==> src/rtl/uart_rx_pkg.sv <==
// Shared definitions for the UART receive path: FSM encoding, prescale floor
// and the frame-length helper.
package uart_rx_pkg;

    typedef enum logic {
        IDLE = 1'b0,
        RUN  = 1'b1
    } state_t;

    localparam int MIN_PRESCALE = 4;

    // Start + data + optional parity + stop + optional second stop.
    function automatic logic [3:0] frame_len(input int data_w, input logic par_en, input logic stop2);
        return 4'(2 + data_w + int'(par_en) + int'(stop2));
    endfunction

endpackage

==> src/rtl/rx_bit_timer_if.sv <==
// Control and timing-status bundle between the receiver front end and the bit timer.
interface rx_bit_timer_if #(
    parameter int PRESC_W = 6
);
    logic               enable;
    logic               clear;
    logic [PRESC_W-1:0] prescale;
    logic               par_en;
    logic               stop2;
    logic [PRESC_W-1:0] edge_cnt;
    logic [3:0]         bit_cnt;
    logic               sample_en;
    logic [1:0]         sample_idx;
    logic               bit_done;
    logic               frame_done;
    logic               busy;

    modport master (
        output enable, clear, prescale, par_en, stop2,
        input  edge_cnt, bit_cnt, sample_en, sample_idx, bit_done, frame_done, busy
    );

    modport slave (
        input  enable, clear, prescale, par_en, stop2,
        output edge_cnt, bit_cnt, sample_en, sample_idx, bit_done, frame_done, busy
    );
endinterface

==> src/rtl/rx_sample_decode.sv <==
// Flags the three mid-bit sample edges (M-1, M, M+1 with M = P/2) and numbers them 0..2.
module rx_sample_decode #(
    parameter int PRESC_W = 6
) (
    input  logic               active,
    input  logic [PRESC_W-1:0] edge_cnt,
    input  logic [PRESC_W-1:0] prescale,
    output logic               sample_en,
    output logic [1:0]         sample_idx
);
    logic [PRESC_W-1:0] mid;
    logic [2:0]         hit;

    assign mid = prescale >> 1;

    genvar gi;
    generate
        for (gi = 0; gi < 3; gi++) begin : g_hit
            assign hit[gi] = active && (edge_cnt == mid + PRESC_W'(gi) - PRESC_W'(1));
        end
    endgenerate

    assign sample_en  = |hit;
    assign sample_idx = hit[2] ? 2'd2 : (hit[1] ? 2'd1 : 2'd0);
endmodule

==> src/rtl/rx_bit_timer.sv <==
// Oversampled bit/edge timer for a UART receiver: tracks edge and bit position
// through one frame and pulses sample, bit-end and frame-end strobes.
module rx_bit_timer
    import uart_rx_pkg::*;
#(
    parameter int DATA_W  = 8,
    parameter int PRESC_W = 6
) (
    input logic           clk,
    input logic           rst,
    rx_bit_timer_if.slave bus
);
    state_t             state_reg, state_next;
    logic [PRESC_W-1:0] edge_cnt_reg, edge_cnt_next;
    logic [PRESC_W-1:0] presc_reg, presc_next;
    logic [3:0]         bit_cnt_reg, bit_cnt_next;
    logic [3:0]         n_reg, n_next;
    logic [PRESC_W-1:0] presc_clamped;
    logic               running;
    logic               last_edge;
    logic               frame_end;

    always_ff @(posedge clk or negedge rst) begin
        if (!rst) begin
            state_reg    <= IDLE;
            edge_cnt_reg <= '0;
            bit_cnt_reg  <= '0;
            presc_reg    <= PRESC_W'(MIN_PRESCALE);
            n_reg        <= '0;
        end else begin
            state_reg    <= state_next;
            edge_cnt_reg <= edge_cnt_next;
            bit_cnt_reg  <= bit_cnt_next;
            presc_reg    <= presc_next;
            n_reg        <= n_next;
        end
    end

    assign presc_clamped = (bus.prescale < PRESC_W'(MIN_PRESCALE)) ? PRESC_W'(MIN_PRESCALE)
                                                                   : bus.prescale;
    assign running = (state_reg == RUN);

    always_comb begin
        state_next    = state_reg;
        edge_cnt_next = edge_cnt_reg;
        bit_cnt_next  = bit_cnt_reg;
        presc_next    = presc_reg;
        n_next        = n_reg;
        last_edge     = running && (edge_cnt_reg == presc_reg - PRESC_W'(1));
        // An abort (clear or loss of enable) wins over a coincident frame end.
        frame_end     = last_edge && (bit_cnt_reg == n_reg - 4'd1) && bus.enable && !bus.clear;

        case (state_reg)
            IDLE: begin
                if (bus.enable && !bus.clear) begin
                    state_next    = RUN;
                    presc_next    = presc_clamped;
                    n_next        = frame_len(DATA_W, bus.par_en, bus.stop2);
                    edge_cnt_next = '0;
                    bit_cnt_next  = '0;
                end
            end
            RUN: begin
                if (bus.clear || !bus.enable || frame_end) begin
                    state_next    = IDLE;
                    edge_cnt_next = '0;
                    bit_cnt_next  = '0;
                end else if (last_edge) begin
                    edge_cnt_next = '0;
                    bit_cnt_next  = bit_cnt_reg + 4'd1;
                end else begin
                    edge_cnt_next = edge_cnt_reg + PRESC_W'(1);
                end
            end
            default: begin
                state_next    = IDLE;
                edge_cnt_next = '0;
                bit_cnt_next  = '0;
            end
        endcase
    end

    rx_sample_decode #(
        .PRESC_W(PRESC_W)
    ) u_sample_decode (
        .active    (running),
        .edge_cnt  (edge_cnt_reg),
        .prescale  (presc_reg),
        .sample_en (bus.sample_en),
        .sample_idx(bus.sample_idx)
    );

    assign bus.edge_cnt   = edge_cnt_reg;
    assign bus.bit_cnt    = bit_cnt_reg;
    assign bus.bit_done   = last_edge;
    assign bus.frame_done = frame_end;
    assign bus.busy       = running;
endmodule

==> src/flat_wrapper.sv <==
// flat-port wrapper written by rule: the top's interface ports become plain ports
module rx_bit_timer_flat import uart_rx_pkg::*;
#(
    parameter int DATA_W  = 8,
    parameter int PRESC_W = 6
)
  (clk, rst, bus_enable, bus_clear, bus_prescale, bus_par_en, bus_stop2, bus_edge_cnt, bus_bit_cnt, bus_sample_en, bus_sample_idx, bus_bit_done, bus_frame_done, bus_busy);
  rx_bit_timer_if #(.PRESC_W(PRESC_W)) bus_i ();
  input logic clk;
  input logic rst;
  input wire logic [$bits(bus_i.enable)-1:0] bus_enable;
  input wire logic [$bits(bus_i.clear)-1:0] bus_clear;
  input wire logic [$bits(bus_i.prescale)-1:0] bus_prescale;
  input wire logic [$bits(bus_i.par_en)-1:0] bus_par_en;
  input wire logic [$bits(bus_i.stop2)-1:0] bus_stop2;
  output wire logic [$bits(bus_i.edge_cnt)-1:0] bus_edge_cnt;
  output wire logic [$bits(bus_i.bit_cnt)-1:0] bus_bit_cnt;
  output wire logic [$bits(bus_i.sample_en)-1:0] bus_sample_en;
  output wire logic [$bits(bus_i.sample_idx)-1:0] bus_sample_idx;
  output wire logic [$bits(bus_i.bit_done)-1:0] bus_bit_done;
  output wire logic [$bits(bus_i.frame_done)-1:0] bus_frame_done;
  output wire logic [$bits(bus_i.busy)-1:0] bus_busy;
  assign bus_i.enable = bus_enable;
  assign bus_i.clear = bus_clear;
  assign bus_i.prescale = bus_prescale;
  assign bus_i.par_en = bus_par_en;
  assign bus_i.stop2 = bus_stop2;
  assign bus_edge_cnt = bus_i.edge_cnt;
  assign bus_bit_cnt = bus_i.bit_cnt;
  assign bus_sample_en = bus_i.sample_en;
  assign bus_sample_idx = bus_i.sample_idx;
  assign bus_bit_done = bus_i.bit_done;
  assign bus_frame_done = bus_i.frame_done;
  assign bus_busy = bus_i.busy;
  rx_bit_timer #(.DATA_W(DATA_W), .PRESC_W(PRESC_W)) u_core (.clk(clk), .rst(rst), .bus(bus_i));
endmodule
==> config.mk <==
export PLATFORM = sky130hd
export DESIGN_NAME = rx_bit_timer_flat
export DESIGN_NICKNAME = d
export VERILOG_FILES = /design/src/rtl/uart_rx_pkg.sv /design/src/rtl/rx_bit_timer_if.sv /design/src/rtl/rx_sample_decode.sv /design/src/rtl/rx_bit_timer.sv /design/src/flat_wrapper.sv
export SDC_FILE = /design/constraint.sdc
export NUM_CORES = 1
export LEC_CHECK = 0
export BUFFER_PORTS_ARGS = -buffer_cell sky130_fd_sc_hd__buf_2
export CAP_MARGIN = 5
export CORE_AREA = 8 8 65 67
export DETAILED_ROUTE_END_ITERATION = 16
export DIE_AREA = 0 0 73 75
export GPL_ROUTABILITY_DRIVEN = 0
export HOLD_SLACK_MARGIN = 0.15
export PLACE_DENSITY = 0.71
export SLEW_MARGIN = 25
export SYNTH_ARGS = -nofsm -noshare
export SYNTH_HDL_FRONTEND = slang
export SYNTH_SLANG_ARGS = --single-unit
==> constraint.sdc <==
create_clock -name clk -period 2.9 [get_ports clk]
set_clock_uncertainty 0.1 [all_clocks]
set_input_delay 0.58 -clock clk [delete_from_list [all_inputs] [get_ports clk]]
set_output_delay 0.58 -clock clk [all_outputs]
set_load 0.005 [all_outputs]
Word-level counts from Yosys, hierarchy flattened --
Index checks and enable logic that the tools add are counted.
Storage, ports and cells: register bits after elaboration 21, logic and storage cells 54
Operators by class: $add $sub $neg 11, magnitude comparators 1, eq/ne operators 7, multiplexer cells 14, bitwise logic cells 1, reductions and logical operators 15
Operators by type and width (count):
- 6-bit == test | 4
- 6-bit 2-to-1 mux | 4
- 6-bit by 1-bit subtractor with 6-bit output (second input constant) | 3
- 4-bit 2-to-1 mux | 3
- 6-bit case mux with 2 select lines | 1
- 1-bit logical AND | 8
- 4-bit case mux with 2 select lines | 1
- 5-bit by 1-bit adder with 6-bit output (second input constant) | 1
- 5-bit by 2-bit adder with 6-bit output (second input constant) | 1
- 6-bit by 1-bit adder with 6-bit output (second input constant) | 1
- 6-bit by 3-bit less-than comparator with 1-bit output (second input constant) | 1
- 5-bit by 1-bit subtractor with 6-bit output (second input constant) | 1
- 4-bit by 1-bit adder with 4-bit output (first input constant) | 1
- 4-bit by 1-bit adder with 4-bit output (second input constant) | 1
- 4-bit by 2-bit adder with 4-bit output | 1
- 4-bit == test | 1
- 2-bit AND reduction | 2
- 4-bit by 1-bit subtractor with 4-bit output (second input constant) | 1
- 1-bit 2-to-1 mux | 3
- 3-bit inequality test (second input constant) | 1
- 3-bit OR reduction | 1
- 1-bit zero test | 2
- 1-bit logical OR | 2
- 2-bit 2-to-1 mux | 1
- 3 further kinds | 3

Longest topological paths before layout --
Gate-level depths: netlist of run 1.
depth after elaboration 9, mapped depth 9

Modules after synthesis --
A second synthesis of run 1 with hierarchy kept.
Unflattened totals: cell total of the unflattened synthesis 188, area, all modules 1634.1 um^2
Modules (own cells, without submodules):
- rx_bit_timer | instances 1, cells an instance 150, area an instance 1356.3 um^2, seq. area each 526.8 um^2
- rx_sample_decode | instances 1, cells an instance 38, area an instance 277.8 um^2, seq. area each 0.0 um^2

Worst setup path after synthesis of run 1 --
No wires, ideal clock.
kind flip-flop to output port, start register u_core.presc_reg[2], end output bus_frame_done, arrival time 1996 ps, path slack 224 ps, cell stages (with the launch flop) 9, buffers on the path 0, path through dfstp_2 -> inv_1 -> ha_1 -> a21boi_0 -> o211ai_1 -> a211oi_1 -> o2111ai_2 -> inv_1 -> and2_1
Between the ends: word-level cells in the longest chain between the ends 6
RTL lines:
- start: declaration | line rx_bit_timer.sv:15 | logic [PRESC_W-1:0] presc_reg, presc_next;
- start signal: assignment | line rx_bit_timer.sv:28 | presc_reg <= PRESC_W'(MIN_PRESCALE);
- start signal: assignment | line rx_bit_timer.sv:34 | presc_reg <= presc_next;
- 6-bit by 1-bit subtractor with 6-bit output | line rx_bit_timer.sv:49 | last_edge = running && (edge_cnt_reg == presc_reg - PRESC_W'(1));
- 6-bit == test | line rx_bit_timer.sv:49
- 1-bit logical AND | line rx_bit_timer.sv:49
- named net bus_bit_done | line flat_wrapper.sv:20 | output wire logic [$bits(bus_i.bit_done)-1:0] bus_bit_done;
- 1-bit logical AND (3 in series) | line rx_bit_timer.sv:51 | frame_end = last_edge && (bit_cnt_reg == n_reg - 4'd1) && bus.enable && !bus.clear;
- end: declaration | line flat_wrapper.sv:21 | output wire logic [$bits(bus_i.frame_done)-1:0] bus_frame_done;
The timed path passes the listed nets, and every way through them passes these cells.

Worst setup path in the final report of run 1 --
start register u_core.presc_reg[2], end output bus_frame_done
Between the ends: word-level cells in the longest chain between the ends 6
RTL lines (line):
- 6-bit by 1-bit subtractor with 6-bit output | rx_bit_timer.sv:49
- 6-bit == test | rx_bit_timer.sv:49
- 1-bit logical AND | rx_bit_timer.sv:49
- 1-bit logical AND (3 in series) | rx_bit_timer.sv:51
No other way between the ends.

==> impl_results.md, run 1 <==
* Pre-CTS setup slack at 142 ps
* Ranking of synthesized cells by area: dfrtp_1 32%, nand2_1 8.7%, xnor2_1 6.8%
* Final hold slack at 383 ps
* Critical Path RT at 2220 ps
* HPWL Detailed at 2710 um
* Peak supply drop at 322 uV
* # placed instances at 254
* Top cell type's share of synthesized area at 0.322
* Slew Viols, Final at 0
* Max_cap viols at 0
* Most common cell after layout, fill and taps aside: nand2_1
* Clock-pin slew on the worst setup and hold paths at 110 ps
* Post-Syn Instances at 185
* Core area at 3230 um^2
* DR vias at 1431
* # fillers at 308
* Via density at 5.42
* Final net count at 239
* GR Overflow Total at 0
* CTS Sinks at 21
* Rows at 21
* Avg WL per Cell at 13.9 um
* Switching Share at 0.342
* DRC viols at 0
* I/O Pins at 28
* Largest net degree at the start of global routing at 22
* Die width at 73 um
* Final Setup Violations at 0
* Finished Core Util at 0.580
* Fin crit share at 0.964
* Initial antenna violation count at 0
* Synth area leader: dfrtp_1
* Share of layout cells above drive strength 1 at 0.261
* Critical Path Start Type: register
* Final Worst Setup Slack at 104 ps
* First-pass GRT wire length at 6140 um
* Combinational fraction of design power at 0.325
* Area Growth Syn to Fin at 20.5%
* Synth warn at 0
* First DRT Iteration DRCs at 69
* FFs w/ async S/R, synth at 1.00
* Vias in the first global route at 1352
* Root buf cell: clkbuf_4
* LEAKAGE at 0.857 nW
* Status: completed
* Hold WC Path Type: input port to register
* Die Height at 75 um
* CTS max path bufs at 2
* Slew HR at 0.616
* Antenna viol nets, final at 0
* Netlist cell types at 42
* Post-Route WL at 3660 um
* Full die area at 5480 um^2
* Tmin final at 2800 ps
* Post-synth EDFFs at 0
* Net Sw Power at 253 uW
* Clock share of power at 0.189
* Sequential area share after synthesis at 0.338
* Critical Path End Type: output pin
* Sequential Power Share at 0.486
* Register area at 531 um^2
* CTS Buf Count at 3
* Top_reg_cell synth: dfrtp_1
* Post-Syn Area at 1560 um^2
* Fin cells at 264
* F_max at 0.358 GHz
* H-tree Lvls at 1
* #FFs+latches synth at 21
* Buffers added on ports at 27
* Internal power at 488 uW
* Critical Path AT at 2120 ps
* PD cells at 395 nW/um^2
* Max FO, Critical Path at 4
* Fin. Hold Viols at 0
* CTS tree: yes
* Clk_lat worst skew at 300 ps
* Gr usage total at 0.140
* Inserted Diodes at 0
* Syn Nets at 205
* Initial Util at 0.482
* Syn Area/Cell at 8.41 um^2
* TritonRoute pass-1 iters at 4
* Least-Margin Pin Slew at 574 ps
* Multi-input gate area at 1020 um^2
* Most frequent cells in the layout: 36 x nand2_1, 27 x buf_2, 17 x dfrtp_1
* Crit Path Class: register to output pin
==> routing by layer <==
metal | global-route usage | vias to the layer above | share of wire
li1 | - | 715 | -
met1 | 0.170 | 685 | 0.48
met2 | 0.239 | 25 | 0.48
met3 | 0.0240 | 6 | 0.026
met4 | 0.0578 | 0 | 0.015
met5 | 0 | - | 0
==> worst max-delay path: stages (launching register included) <==
cell       delay (ps)
dfstp_2           400
inv_2             110
ha_4              160
or2b_1            270
a211oi_2          230
xnor2_1           160
o2111ai_2         150
inv_2              90
and2_4            130
buf_2             110
==> cell usage after synthesis (2+ instances only) <==
| master | number |
|---|---|
| nand2_1 | 36 |
| dfrtp_1 | 20 |
| xnor2_1 | 12 |
| nor2_1 | 9 |
| o21ai_0 | 9 |
| xor2_1 | 9 |
| ha_1 | 8 |
| inv_1 | 8 |
| nand2b_1 | 7 |
| nand3_1 | 7 |
| buf_2 | 4 |
| clkbuf_1 | 4 |
| nor3_1 | 4 |
| o211ai_1 | 4 |
| and2_1 | 3 |
| mux2i_1 | 3 |
| nand4_1 | 3 |
| nor4_1 | 3 |
| o22ai_1 | 3 |
| a211oi_1 | 2 |
| a21oi_1 | 2 |
| a22oi_1 | 2 |
| a31oi_1 | 2 |
| nor2b_1 | 2 |
| o311ai_0 | 2 |
==> power by group through the flow <==
| stage | registers, mW | logic, mW | clock network (mW) |
|---|---|---|---|
| 6_report | 0.360 | 0.241 | 0.140 |
| 5_1_grt | 0.364 | 0.270 | 0.158 |
| 4_1_cts | 0.357 | 0.214 | 0.145 |
| 3_5_place_dp | 0.364 | 0.200 | 0 |
| 3_3_place_gp | 0.362 | 0.197 | 0 |
| 2_1_floorplan | 0.342 | 0.167 | 0 |
==> final cells by class <==
type,instances,area share
clock buffers,4,0.0140
inverters,8,0.0173
multi-input cells,148,0.542
flip-flops and latches,21,0.283
well taps,46,0.0307
repair buffers,37,0.113
==> metrics by stage <==
stage / power, mW / area, um^2 / setup TNS [ps]
after floorplan: 0.509 / 1560 / 0
after global placement: 0.559 / 1740 / 0
after detailed placement: 0.564 / 1740 / 0
after CTS: 0.717 / 1810 / 0
after global routing: 0.793 / 1880 / -6.48
final: 0.741 / 1880 / 0
==> worst paths after layout <==
path | startpoint | end | slack (ps) | cells after the start
worst max-delay path | u_core.presc_reg[2] | bus_frame_done | 100 | 9
worst min-delay path | bus_prescale[4] | u_core.presc_reg[4] | 380 | 3
worst max register to register | u_core.presc_reg[2] | u_core.bus.bit_cnt[3] | 490 | 9
worst min register to register | u_core.n_reg[3] | u_core.n_reg[3] | 440 | 1
max in group asynchronous | rst | u_core.presc_reg[1] | 1700 | 2
min in group asynchronous | rst | u_core.bus.bit_cnt[1] | 650 | 2
==> logic make-up after synthesis <==
family | share of synthesized area
buf+inv | 0.0418
xor+xnor | 0.129
mux | 0.0193
flops | 0.338
fa+ha+maj | 0.0643
simple gates | 0.256
compound gates | 0.152
==> what timing repair did <==
| item | in CTS | in global routing |
|---|---|---|
| endpoints found under the setup margin | 2 | 3 |
| hold buffers | 1 | 0 |
| pin swaps | 0 | 7 |
| hold endpoints to repair | 20 | 0 |
| setup buffers | 2 | 3 |
| gates resized for setup | 5 | 15 |
Power figures use the tool's default switching activity.
==> run 2: changes to the inputs <==
--- a/config.mk
+++ b/config.mk
@@ -7,12 +7,12 @@
 export LEC_CHECK = 0
 export BUFFER_PORTS_ARGS = -buffer_cell sky130_fd_sc_hd__buf_2
 export CAP_MARGIN = 5
-export CORE_AREA = 8 8 65 67
+export CORE_AREA = 5 5 62 64
 export DETAILED_ROUTE_END_ITERATION = 16
-export DIE_AREA = 0 0 73 75
+export DIE_AREA = 0 0 67 69
 export GPL_ROUTABILITY_DRIVEN = 0
 export HOLD_SLACK_MARGIN = 0.15
-export PLACE_DENSITY = 0.71
+export PLACE_DENSITY = 0.74
 export SLEW_MARGIN = 25
 export SYNTH_ARGS = -nofsm -noshare
 export SYNTH_HDL_FRONTEND = slang
==> constraint.sdc (replaced) <==
create_clock -name clk -period 2.5 [get_ports clk]
set_clock_uncertainty 0.1 [all_clocks]
set_input_delay 0.5 -clock clk [delete_from_list [all_inputs] [get_ports clk]]
set_output_delay 0.5 -clock clk [all_outputs]
set_load 0.005 [all_outputs]
==> impl_results.md, run 2 (synthesized netlist as in run 1, its figures left out) <==
* Status: finished with violations
* Failing checks: negative setup slack
* Worst R2R Path Depth at 9 (unchanged)
* Fin cells at 274 (+3.8%)
* Hold WC Path Type: input port to register
* HPWL Detailed at 2750 um (+1.6%)
* GR Overflow Total at 0 (unchanged)
* Final Setup Violations at 3 (+3)
* Inserted Diodes at 0 (unchanged)
* Most frequent cells in the layout: 36 x nand2_1, 25 x buf_2, 18 x buf_4, 18 x dfrtp_1, 10 x xnor2_1
* Clk_lat worst skew at 310 ps (about the same)
* Critical Path End Type: output pin
* CP Launch Point: u_core.presc_reg[2]
* PD cells at 453 nW/um^2 (+15%)
* Die Height at 69 um (-8.0%)
* Tmin final at 2720 ps
* Critical Path Start Type: register
* Via density at 5.26 (-3.0%)
* Reg2Reg Launch Point: u_core.presc_reg[2]
* Finished Core Util at 0.620 (+0.0399)
* Most common cell after layout, fill and taps aside: nand2_1
* F_max at 0.368 GHz
* Most Frequent Cell on Critical Path: buf_6
* TritonRoute pass-1 iters at 4 (unchanged)
* Initial antenna violation count at 0 (unchanged)
* Fin crit share at 1.09
* Least-Margin Pin Slew at 600 ps (+25.5 ps)
* H-tree Lvls at 1 (unchanged)
* # placed instances at 262 (+3.1%)
* Rows at 21 (unchanged)
* Core area at 3230 um^2 (unchanged)
* Slew Viols, Final at 0 (unchanged)
* Bufs and invs on worst path at 4 (+1)
* CP peak stage delay at 580 ps (+180 ps)
* Share of layout cells above drive strength 1 at 0.311 (+0.0499)
* Final hold slack at 291 ps (-91.4 ps)
* Peak supply drop at 374 uV (+16%)
* Clock-pin slew on the worst setup and hold paths at 110 ps (about the same)
* Full die area at 4620 um^2 (-16%)
* Slew HR at 0.599 (-0.0171)
* LEAKAGE at 0.924 nW (+7.8%)
* Worst reg2reg setup slack at 100 ps (-390 ps)
* FF-to-FF End: u_core.bus.bit_cnt[3]
* Crit-path leading delay family: flip-flops
* Hold path cells at 3 (unchanged)
* CTS Sinks at 21 (unchanged)
* RSZ-0062 raised after global routing: true
* Critical path cell sequence: inv_4 > ha_4 > a21boi_4 > buf_6 > a211oi_2 > o2111ai_2 > inv_2 > and2_4 > buf_6
* First-pass GRT wire length at 6510 um (+6.1%)
* TNS Setup at -579 ps (-579 ps)
* Crit Path Class: register to output pin
* Pre-CTS setup slack at -40.0 ps (-182 ps)
* Total power at 907 uW (+22%)
* Die width at 67 um (-8.2%)
* CP max-delay cell: dfstp_2
* DR vias at 1440 (+0.63%)
* First DRT Iteration DRCs at 37 (-46%)
* CTS Buf Count at 3 (unchanged)
* Max_cap viols at 0 (unchanged)
* Hold EP: u_core.presc_reg[2]
* Max FO, Critical Path at 3 (-1)
* Post-Route WL at 3730 um (+1.9%)
* Min-delay src: bus_prescale[2]
* Dpl cell area at 1800 um^2 (+3.4%)
* DRC viols at 0 (unchanged)
* Critical Path AT at 2120 ps (about the same)
* Initial Util at 0.482 (unchanged)
* Critical Path RT at 1900 ps (-320 ps)
* Gr usage total at 0.175 (+0.0354)
* Root buf cell: clkbuf_4
* Final Cell Area at 2000 um^2 (+6.9%)
* Fin. Hold Viols at 0 (unchanged)
* Buffers added on ports at 27 (unchanged)
* CTS max path bufs at 2 (unchanged)
* Final Worst Setup Slack at -220 ps (-325 ps)
* Vias in the first global route at 1416 (+4.7%)
* Avg WL per Cell at 13.6 um (-1.8%)
* Area Growth Syn to Fin at 28.8%
* Antenna viol nets, final at 0 (unchanged)
* CTS tree: yes
* Largest net degree at the start of global routing at 22 (unchanged)
* Final net count at 249 (+4.2%)
* I/O Pins at 28 (unchanged)
==> run 2: layer usage <==
layer / part of all wire / vias to the layer above / GRT usage
met4: 0.015 / 0 / 0.0473
met3: 0.033 / 5 / 0.0276
met2: 0.49 / 25 / 0.276
met5: 0 / - / 0
li1: - / 735 / -
met1: 0.46 / 675 / 0.246
==> run 2: power by group <==
group	leakage, nW	switching [mW]	total (mW)	internal (mW)
Clock	0.0150	0.103	0.165	0.0624
Sequential	0.267	0.0462	0.413	0.367
Combinational	0.642	0.161	0.329	0.168
Total	0.924	0.310	0.907	0.597
==> run 2: worst max-delay path by stage <==
stage	depth (start not counted)	end	slack (ps)
finish	9	bus_frame_done	-220
global route	8	bus_sample_en	-330
CTS	9	bus_frame_done	-210
detailed placement	9	u_core.bus.bit_cnt[3]	-40
global placement	9	bus_frame_done	90
floorplan	8	bus_frame_done	20
==> run 2: tightest hold or removal path: stages <==
cell     delay (ps)
buf_2           100
inv_1            40
a22oi_1          50
==> run 2: layout make-up <==
type / count / area (um^2)
clock buffers: 4 / 26.3
inverters: 8 / 32.5
multi-input cells: 148 / 1050
flip-flops and latches: 21 / 529
repair buffers: 47 / 304
fillers: 303 / 1230
well taps: 46 / 57.6
==> run 2: what timing repair did <==
item | 4_1_cts | 5_1_grt
gates resized for setup | 20 | 5
pin swaps | 4 | 3
setup endpoints to repair | 6 | 6
hold buffers | 1 | 0
hold endpoints to repair | 20 | 0
buffers inserted | 4 | 3
==> run 3: changes to the inputs <==
--- a/config.mk
+++ b/config.mk
@@ -13,6 +13,7 @@
 export GPL_ROUTABILITY_DRIVEN = 0
 export HOLD_SLACK_MARGIN = 0.15
 export PLACE_DENSITY = 0.74
+export RECOVER_POWER = 100
 export SLEW_MARGIN = 25
 export SYNTH_ARGS = -nofsm -noshare
 export SYNTH_HDL_FRONTEND = slang
==> impl_results.md, run 3 (synthesized netlist as in run 1, its figures left out) <==
* Critical Path Start Type: register
* Final Setup Violations at 3 (unchanged)
* Routed length on met3 at 159 um (+28%)
* Hold path cells at 3 (unchanged)
* Antenna viol nets, final at 0 (unchanged)
* Internal power at 594 uW (-0.52%)
* Max FO, Critical Path at 3 (unchanged)
* Bufs and invs on worst path at 4 (unchanged)
* Fin crit share at 1.09 (about the same)
* Fin. Hold Viols at 0 (unchanged)
* Vias in the first global route at 1416 (unchanged)
* Most common cell after layout, fill and taps aside: nand2_1
* CTS Sinks at 21 (unchanged)
* Peak supply drop at 373 uV (-0.17%)
* RSZ-0062 raised after global routing: true
* Metal2 WL at 1820 um (-0.71%)
* CTS Buf Count at 3 (unchanged)
* Least-Margin Pin Slew at 1100 ps (+502 ps)
* Clk_lat worst skew at 310 ps (about the same)
* LEAKAGE at 0.876 nW (-5.2%)
* Finished Core Util at 0.612 (-0.00774)
* Most Frequent Cell on Critical Path: buf_6
* First-pass GRT wire length at 6510 um (unchanged)
* Initial Util at 0.482 (unchanged)
* Critical Path End Type: output pin
* First DRT Iteration DRCs at 46 (+24%)
* Max_cap viols at 0 (unchanged)
* Area Growth Syn to Fin at 27.2%
* Full die area at 4620 um^2 (unchanged)
* Avg WL per Cell at 13.6 um (-0.16%)
* Via density at 5.30 (+0.76%)
* Buffers added on ports at 27 (unchanged)
* HPWL Detailed at 2750 um (unchanged)
* Worst R2R Path Depth at 9 (unchanged)
* DR vias at 1451 (+0.76%)
* Combinational fraction of design power at 0.360 (-0.003)
* Failing checks: negative setup slack
* Tmin final at 2720 ps (+2.10 ps)
* CTS tree: yes
* Die Height at 69 um (unchanged)
* Gr usage total at 0.175 (unchanged)
* Worst reg2reg setup slack at 50 ps (-50 ps)
* Root buf cell: clkbuf_4
* DRC viols at 0 (unchanged)
* Uppermost layer routed: met4
* Switching Share at 0.343 (+0.00130)
* Clock-pin slew on the worst setup and hold paths at 110 ps (about the same)
* Crit Path Class: register to output pin
* Critical Path AT at 2120 ps (about the same)
* Most frequent cells in the layout: 36 x nand2_1, 18 x dfrtp_1, 17 x buf_2
* TritonRoute pass-1 iters at 4 (unchanged)
* TNS Setup at -583 ps (-3.59 ps)
* CP max-delay cell: dfstp_2
* # fillers at 313 (+3.3%)
* Largest net degree at the start of global routing at 22 (unchanged)
* F_max at 0.367 GHz (about the same)
* Post-Route WL at 3720 um (-0.16%)
* Share of layout cells above drive strength 1 at 0.259 (-0.0526)
* PD cells at 457 nW/um^2 (+0.93%)
* CP peak stage delay at 580 ps (about the same)
* H-tree Lvls at 1 (unchanged)
* Final Worst Setup Slack at -223 ps (-2.10 ps)
* Inserted Diodes at 0 (unchanged)
* Rows at 21 (unchanged)
* Pre-CTS setup slack at -40.0 ps (unchanged)
* Critical path cell sequence: inv_4 > ha_4 > a21boi_4 > buf_6 > a211oi_2 > o2111ai_2 > inv_2 > and2_4 > buf_6
* Die width at 67 um (unchanged)
* Final net count at 249 (unchanged)
* CTS max path bufs at 2 (unchanged)
* I/O Pins at 28 (unchanged)
* Net Sw Power at 310 uW (about the same)
* M1 WL at 1690 um (-1.6%)
* Slew HR at 0.266 (-0.333)
* Core area at 3230 um^2 (unchanged)
* Sequential Power Share at 0.457 (+0.002)
* GR Overflow Total at 0 (unchanged)
* Status: finished with violations
* Clock share of power at 0.183 (about the same)
* Hold WC Path Type: input port to register
* Initial antenna violation count at 0 (unchanged)
* Critical Path RT at 1900 ps (about the same)
* Crit-path leading delay family: flip-flops
* Slew Viols, Final at 0 (unchanged)
* WP depth at 9 (unchanged)
-- run 3: final cells by class --
cell class              count  area (um^2)  share of cell area
clock buffers               4         26.3              0.0133
well taps                  46         57.6              0.0291
multi-input cells         148         1050               0.533
inverters                   8         32.5              0.0164
flip-flops and latches     21          529               0.267
repair buffers             47          279               0.141
-- run 3: metrics by stage --
| stage | power (mW) | cell area (um^2) | hold WS (ps) | instances |
|---|---|---|---|---|
| finish | 0.904 | 1980 | 292 | 274 |
| global route | 0.970 | 1980 | 284 | 274 |
| CTS | 0.885 | 1950 | 285 | 271 |
| detailed placement | 0.676 | 1800 | 381 | 262 |
| global placement | 0.668 | 1800 | 373 | 262 |
| floorplan | 0.591 | 1560 | 104 | 185 |
-- run 3: power groups by stage --
| stage | registers (mW) | logic, mW | clock network (mW) |
|---|---|---|---|
| floorplan | 0.397 | 0.194 | 0 |
| global placement | 0.412 | 0.256 | 0 |
| detailed placement | 0.412 | 0.264 | 0 |
| CTS | 0.412 | 0.300 | 0.173 |
| global route | 0.417 | 0.365 | 0.188 |
| finish | 0.413 | 0.326 | 0.165 |
-- run 3: what timing repair did --
item | 4_1_cts | 5_1_grt
endpoints found under the setup margin | 6 | 6
pin swaps | 4 | 3
hold buffers | 1 | 0
resized for setup | 20 | 5
buffers inserted | 4 | 3
hold endpoints to repair | 20 | 0
-- run 3: worst register-to-register path, cell delays in order (launching register included) --
cell and delay, ps:
dfstp_2 580, inv_4 60, ha_4 160, a21boi_4 140, buf_6 120, a211oi_2 240, o2111ai_2 180, clkbuf_1 220
or4_1 520, nand3_1 90
-- run 3: metal layers --
metal  global-route usage  vias to the layer above
met5                    0                        -
met4               0.0473                        0
met3               0.0276                        5
met2                0.276                       33
met1                0.246                      678
li1                     -                      735
-- run 3: path summary, 6_finish.rpt --
kind / endpoint / startpoint
setup / recovery: bus_frame_done / u_core.presc_reg[2]
hold / removal: u_core.presc_reg[2] / bus_prescale[2]
hold reg to reg: u_core.n_reg[3] / u_core.n_reg[3]
min in group asynchronous: u_core.bus.busy / rst
setup reg to reg: u_core.bus.bit_cnt[3] / u_core.presc_reg[2]
max in group asynchronous: u_core.presc_reg[3] / rst
